[src/rtl/lvalue_checks_seq.sv]
// DEPTH x WIDTH word store with full/slice/bit writes and a scan FSM that XOR-reduces it.
// Optional macro LVALUE_CLEAR_EN enables wr_mode 3 (clear entry); otherwise mode 3 is rejected.
module lvalue_checks_seq #(
    parameter int WIDTH   = 16,
    parameter int DEPTH   = 8,
    parameter int SLICE_W = 4
) (
    input  logic             clk,
    input  logic             rst,
    input  logic             enable_assign,
    input  logic [1:0]       wr_mode,
    input  logic [7:0]       wr_idx,
    input  logic [7:0]       wr_off,
    input  logic [WIDTH-1:0] in_data,
    input  logic             scan_start,
    output logic             busy,
    output logic             scan_done,
    output logic             dummy_out,
    output logic             err_out
);

    localparam int         AW      = (DEPTH > 1) ? $clog2(DEPTH) : 1;
    localparam logic [8:0] DEPTH_L = 9'(DEPTH);
    localparam logic [8:0] WIDTH_L = 9'(WIDTH);
    localparam logic [8:0] SLICE_L = 9'(SLICE_W);
    localparam logic [AW-1:0] LAST = AW'(DEPTH - 1);

    typedef enum logic [1:0] {IDLE, SCAN, DONE} state_t;

    state_t           state_q;
    logic [WIDTH-1:0] mem_q [DEPTH];
    logic [AW-1:0]    ptr_q;
    logic             acc_q;
    logic             busy_q;
    logic             done_q;
    logic             dummy_q;
    logic             err_q;

    logic             idx_ok;
    logic [AW-1:0]    widx;
    logic [8:0]       slice_end;
    logic [WIDTH-1:0] old_word;
    logic [WIDTH-1:0] smask;
    logic [WIDTH-1:0] sdata;
    logic [WIDTH-1:0] bmask;
    logic             wr_ok;
    logic             wr_req;
    logic             wr_en_d;
    logic             err_d;
    logic [WIDTH-1:0] word_d;

    always_comb begin
        idx_ok    = {1'b0, wr_idx} < DEPTH_L;
        widx      = wr_idx[AW-1:0];
        old_word  = mem_q[widx];
        // 9-bit sum so an offset near 255 cannot wrap back into range
        slice_end = {1'b0, wr_off} + SLICE_L;
        smask     = WIDTH'({SLICE_W{1'b1}}) << wr_off;
        sdata     = WIDTH'(in_data[SLICE_W-1:0]) << wr_off;
        bmask     = WIDTH'(1) << wr_off;
        wr_ok     = 1'b0;
        word_d    = old_word;
        case (wr_mode)
            2'd0: begin
                wr_ok  = idx_ok;
                word_d = in_data;
            end
            2'd1: begin
                wr_ok  = idx_ok && (slice_end <= WIDTH_L);
                word_d = (old_word & ~smask) | (sdata & smask);
            end
            2'd2: begin
                wr_ok  = idx_ok && ({1'b0, wr_off} < WIDTH_L);
                word_d = (old_word & ~bmask) | ({WIDTH{in_data[0]}} & bmask);
            end
            2'd3: begin
`ifdef LVALUE_CLEAR_EN
                wr_ok  = idx_ok;
                word_d = '0;
`else
                wr_ok  = 1'b0;
`endif
            end
            default: wr_ok = 1'b0;
        endcase
        wr_req  = enable_assign && (state_q == IDLE);
        wr_en_d = wr_req && wr_ok;
        err_d   = wr_req && !wr_ok;
    end

    always_ff @(posedge clk) begin
        if (rst) begin
            for (int unsigned i = 0; i < DEPTH; i++) begin
                mem_q[i[AW-1:0]] <= '0;
            end
            state_q <= IDLE;
            ptr_q   <= '0;
            acc_q   <= 1'b0;
            busy_q  <= 1'b0;
            done_q  <= 1'b0;
            dummy_q <= 1'b0;
            err_q   <= 1'b0;
        end else begin
            err_q  <= err_d;
            done_q <= 1'b0;
            if (wr_en_d) begin
                mem_q[widx] <= word_d;
            end
            case (state_q)
                IDLE: begin
                    if (scan_start) begin
                        state_q <= SCAN;
                        ptr_q   <= '0;
                        acc_q   <= 1'b0;
                        busy_q  <= 1'b1;
                    end
                end
                SCAN: begin
                    acc_q <= acc_q ^ (^mem_q[ptr_q]);
                    ptr_q <= ptr_q + 1'b1;
                    // result is registered on the last SCAN edge so it lands in the DONE cycle
                    if (ptr_q == LAST) begin
                        state_q <= DONE;
                        dummy_q <= acc_q ^ (^mem_q[ptr_q]);
                        done_q  <= 1'b1;
                    end
                end
                DONE: begin
                    state_q <= IDLE;
                    busy_q  <= 1'b0;
                end
                default: begin
                    state_q <= IDLE;
                    busy_q  <= 1'b0;
                end
            endcase
        end
    end

    assign busy      = busy_q;
    assign scan_done = done_q;
    assign dummy_out = dummy_q;
    assign err_out   = err_q;

endmodule

[config.mk]
export PLATFORM = sky130hd
export DESIGN_NAME = lvalue_checks_seq
export DESIGN_NICKNAME = d
export VERILOG_FILES = /design/src/rtl/lvalue_checks_seq.sv
export SDC_FILE = /design/constraint.sdc
export NUM_CORES = 1
export LEC_CHECK = 0
export ABC_CLOCK_PERIOD_IN_PS = 3700
export BUFFER_PORTS_ARGS = -buffer_cell sky130_fd_sc_hd__buf_2
export CAP_MARGIN = 20
export CORE_MARGIN = 2
export CORE_UTILIZATION = 60
export CTS_CLUSTER_DIAMETER = 120
export DETAILED_ROUTE_END_ITERATION = 7
export GPL_ROUTABILITY_DRIVEN = 0
export PLACE_DENSITY_LB_ADDON = 0.1
export SKIP_CTS_REPAIR_TIMING = 1
export SYNTH_ARGS = -nofsm -noshare
export SYNTH_HDL_FRONTEND = slang
export SYNTH_SLANG_ARGS = --single-unit
[constraint.sdc]
create_clock -name clk -period 3.7 [get_ports clk]
set_clock_uncertainty 0.15 [all_clocks]
set_input_delay 0.74 -clock clk [delete_from_list [all_inputs] [get_ports clk]]
set_output_delay 0.74 -clock clk [all_outputs]
set_load 0.02 [all_outputs]
==> Word level (Yosys, flattened, before mapping) <==
Memory sizes are Yosys's and may differ from the RTL's. A register that Yosys moved wholly into a read port is not among the register bits.
Index checks and enable logic that the tools add are counted.
{ "totals": {"ramBits": 128, "inputBits": 38, "output_inout_bits": 4, "elab_cells": 71, "mem_count": 1, "register_bits": 10} }
{ "op_classes": {"mux": 22, "n_lt_le_gt_ge": 3, "n_eq_ne": 7, "reduce_logical": 16, "n_bitwise": 10, "shift": 3, "add_sub_neg": 2} }
{ "memory_table": {"columns": ["memory", "depth", "word_bits", "read_ports", "rd_clocked_by_memory_dff", "write_ports", "line", "text"], "rows": [
  ["mem_q", 8, 16, 2, 1, 8, "31", "logic [WIDTH-1:0] mem_q [DEPTH];"]
]} }
{ "op_table": {"columns": ["op", "n"], "rows": [
  ["$and A16 B16 Y16", 4],
  ["$pmux W16 S3", 1],
  ["$not A16 Y16", 2],
  ["$or A16 B16 Y16", 2],
  ["$mux W16", 1],
  ["$reduce_or A16 Y1", 1],
  ["$reduce_xor A16 Y1", 1],
  ["$shl A1 B8 Y16 const A", 1],
  ["$shl A4 B8 Y16", 1],
  ["$shl A4 B8 Y16 const A", 1],
  ["$mux W3", 4],
  ["$add A8 B3 Y9 const B", 1],
  ["$le A9 B5 Y1 const B", 1],
  ["$mux W1", 9],
  ["$lt A8 B4 Y1 const B", 1],
  ["$lt A8 B5 Y1 const B", 1],
  ["$reduce_and A2 Y1", 4],
  ["$pmux W3 S2", 1],
  ["$logic_and A1 B1 Y1", 5],
  ["$eq A2 B1 Y1 const B", 2],
  ["$eq A2 B2 Y1 const B", 2],
  ["$logic_not A2 Y1", 2],
  ["$mux W2", 2],
  ["$ne A2 B2 Y1 const B", 2],
  ["10 further kinds", 11]
]} }

==> Logic depth before layout (Yosys ltp) <==
{ "logic_depth": {"word_depth": 10, "depth_mapped": 10, "depth_no_buf": 8} }

==> Least setup slack after synthesis <==
OpenSTA, ideal clock, no wires.
{ "synth_path": {"path_type": "input -> register", "from": "input wr_off[4]", "to": "memory mem_q[2][0] (enable)", "stages": 8, "slack_ps": 546, "arrival_time_ps": 2630, "path_buffers": 1, "cell_sequence": "buf_2 > nor4_4 > o311ai_1 > a211oi_1 > and2b_1 > and2b_4 > nand3b_4 > nand2b_1"} }
{ "synth_rtl": {"columns": ["element", "line", "text"], "rows": [
  ["from (decl)", "13", "input logic [7:0] wr_off,"],
  ["to (decl)", "31", null]
]} }

==> results.py <==
metrics = {
    "clock_network": {
        "cts.sinks": 141,
        "clk_pin_slew_ns": 0.06,
        "cts_tree": "built",
        "cts_inserted_buffers": 17,
        "clk_latency_ns": 0.43,
        "htreeDepth": 4,
        "clk_path_buf_depth": 2,
        "cts-root-buf": "clkbuf_16",
    },
    "sta": {
        "max_freq_mhz": 330,
        "maxSlewHeadroom_pct": 54.0,
        "setup-tns-final_ns": 0,
        "rsz0062_at_grt": "false",
        "hold_violations": 0,
        "hold_slack_ns": 0.347,
        "slew_viol_final": 0,
        "finalCritPeriodShare_pct": 81.9,
        "worstMarginPinSlew_ns": 0.690,
        "setup_viol": 0,
        "post-route-min-period_ns": 3.03,
    },
    "routing": {
        "dr.pass1.iters": 8,
        "wl_per_cell_um": 26.2,
        "postRouteAntennaNets": 0,
        "vias": 6648,
        "vias_per_cell": 7.10,
        "drt_iter0_drc": 990,
        "drt-total-wl_um": 24500,
        "drc_errors": 0,
    },
    "logic_synthesis": {
        "ys_ff_latch": 141,
        "syn_area_sq_um": 8590,
        "synth_top_flop_cell": "edfxtp_1",
        "yosys-top-cells-area": "edfxtp_1 45%, mux4_2 15%, nor3_1 5.5%, mux2i_1 3.3%, dfxtp_1 3.0%",
        "syn_area_per_cell_sq_um": 12.6,
        "synthCells": 684,
        "synth-edff-count": 128,
        "synth_top_area_share_pct": 44.8,
        "async_reset_ff_share_pct": 0,
        "yosysSeqAreaShare_pct": 47.8,
        "yosys.area.top_type": "edfxtp_1",
        "yosysUniqueCellTypes": 72,
        "synth_common_cells": "128 x edfxtp_1, 94 x nor3_1, 60 x nor2_1, 59 x mux4_2, 31 x nand2_1",
        "yosysWarnings": 0,
        "yosysMostFrequentCell": "edfxtp_1",
        "synth_fp_nets": 729,
    },
    "critical_path": {
        "path_cells": "buf_4, mux4_2, xor2_1, mux2i_1, xnor2_1, xnor2_1, xnor2_1, o31ai_2",
        "crit_buf_inv": 1,
        "path_depth": 8,
        "cpPeakStageDelay_ns": 0.65,
        "critPathMostFrequentCell": "xnor2_1",
        "cp-start-kind": "flip-flop",
        "crit_arrival_ns": 3.22,
        "worstSetupPathType": "flip-flop to flip-flop",
        "ff2ff_path_depth": 8,
        "critPathCaptureType": "flip-flop",
        "path_max_fanout": 13,
        "worstPathRequired_ns": 3.89,
        "cp_slowest_cell": "dfxtp_2",
        "cp_top_family": "XOR/XNOR gates",
    },
    "flow_run": {
        "cap_violations": 0,
    },
    "die": {
        "io_pins": 42,
        "die_area_sq_um": 15300,
        "die_h_um": 124,
        "rows": 43,
        "die_x_um": 124,
        "core_area_sq_um": 13900,
        "start_util_pct": 61.6,
    },
    "layout": {
        "syn_to_final_growth_pct": 14.6,
        "drive_above_1_share_pct": 27.2,
        "n_antenna_cell": 0,
        "nNetsFinal": 788,
    },
    "power_and_ir_drop": {
        "power.static_leakage_uw": 0.00347,
        "cellPowerDensity_nw_per_um2": 435,
        "vdd_drop_max_mv": 0.492,
    },
    "global_routing": {
        "grt_pass1_vias": 6488,
        "overflow": 0,
        "antenna_found_initial": 1,
        "grt_use_total_pct": 33.8,
        "grt_max_degree": 32,
        "grt_pass1_wl_um": 36800,
    },
    "status": {
        "status": "completed",
    },
    "place": {
        "dpl.hpwl_um": 16500,
        "portBuffers": 41,
    },
    "min_path": {
        "hold_class": "flip-flop to flip-flop",
        "hold_depth": 2,
    },
}
==> worst reg2reg max path: cells and delay by family (launching register included) <==
family	cells	cell delay (ns)
buffers and inverters	1	0.29
DFF	1	0.65
muxes	2	0.80
xor gates and xnor gates	4	0.84
AOI/OAI and AO/OA	1	0.21
==> metal layers <==
metal  vias to the layer above  wire length (um)  GRT usage [%]
met3                        73              2790           8.56
met2                       450             11600           52.3
li1                       2826                 -              -
met5                         -                 0              0
met1                      3299              9350           46.1
met4                         0               743           13.4
==> cells in the final DEF, fill, tap and decap left out, types with 4 or more instances in the layout <==
master	count
nand2_1	31
nor2_1	60
inv_1	8
xor2_1	6
inv_6	4
edfxtp_1	128
buf_2	41
a21oi_1	16
mux4_1	5
dfxtp_1	12
a211oi_1	5
mux2i_1	28
clkbuf_16	17
and3b_1	11
a211oi_2	5
nor2b_1	11
nor3b_1	4
nand3_1	12
a31oi_1	5
a22oi_1	4
a221oi_1	10
mux4_2	59
ha_1	7
nand2b_1	15
buf_4	47
o21a_1	9
buf_12	6
o21ai_0	7
xnor2_1	12
nor3_1	94
==> sequential cells by signal, summed over array words and instances, names as in the netlist, named ones only <==
register   flops
err_out        1
mem_q        128
scan_done      1
state_q        2
dummy_out      1
acc_q          1
busy           1
ptr_q          3
==> worst paths after layout <==
check / end / slack [ns] / start
worst min register to register: dummy_out / 0.35 / dummy_out
worst max register to register: acc_q / 0.67 / flip-flop
worst max-delay path: acc_q / 0.67 / flip-flop
worst min-delay path: dummy_out / 0.35 / dummy_out
==> logic make-up after synthesis <==
logic type                 count (synthesis)  synth area share (%)
AOI/OAI and AO/OA                         95                  8.52
xor gates and xnor gates                  20                  2.29
adders and majority gates                  7                  1.02
buffers and inverters                     63                  3.42
DFF                                      141                  47.8
muxes                                     94                  20.5
and+or+nand+nor                          264                  16.4
==> where the power goes <==
part           switching, uW  total, uW  internal (uW)
Combinational            384        666            282
Sequential              37.7       1830           1790
Clock                    712       1790           1070
Total                   1130       4280           3140
==> through the flow <==
| step | util [%] | std cells | cell area [sq um] | setup slack, ns | total power [uW] |
|---|---|---|---|---|---|
| floorplan | - | 684 | 8590 | 0.546 | 2290 |
| global placement | 66.3 | 904 | 9230 | 0.321 | 2490 |
| detailed placement | 66.3 | 904 | 9230 | 0.281 | 2510 |
| CTS | 70.6 | 936 | 9840 | 0.667 | 4280 |
| global route | 70.6 | 936 | 9840 | 0.516 | 4390 |
| finish | 70.6 | 936 | 9840 | 0.670 | 4280 |
==> area by class of cell <==
type / count / area, sq um
Multi-Input combinational cell: 480 / 4190
Sequential cell: 141 / 4110
Fill cell: 968 / 4090
Timing Repair Buffer: 94 / 678
Clock buffer: 18 / 429
Tap cell: 180 / 225
Clock inverter: 14 / 180
Inverter: 9 / 33.8
No activity file was read; power rests on OpenSTA's default activity.
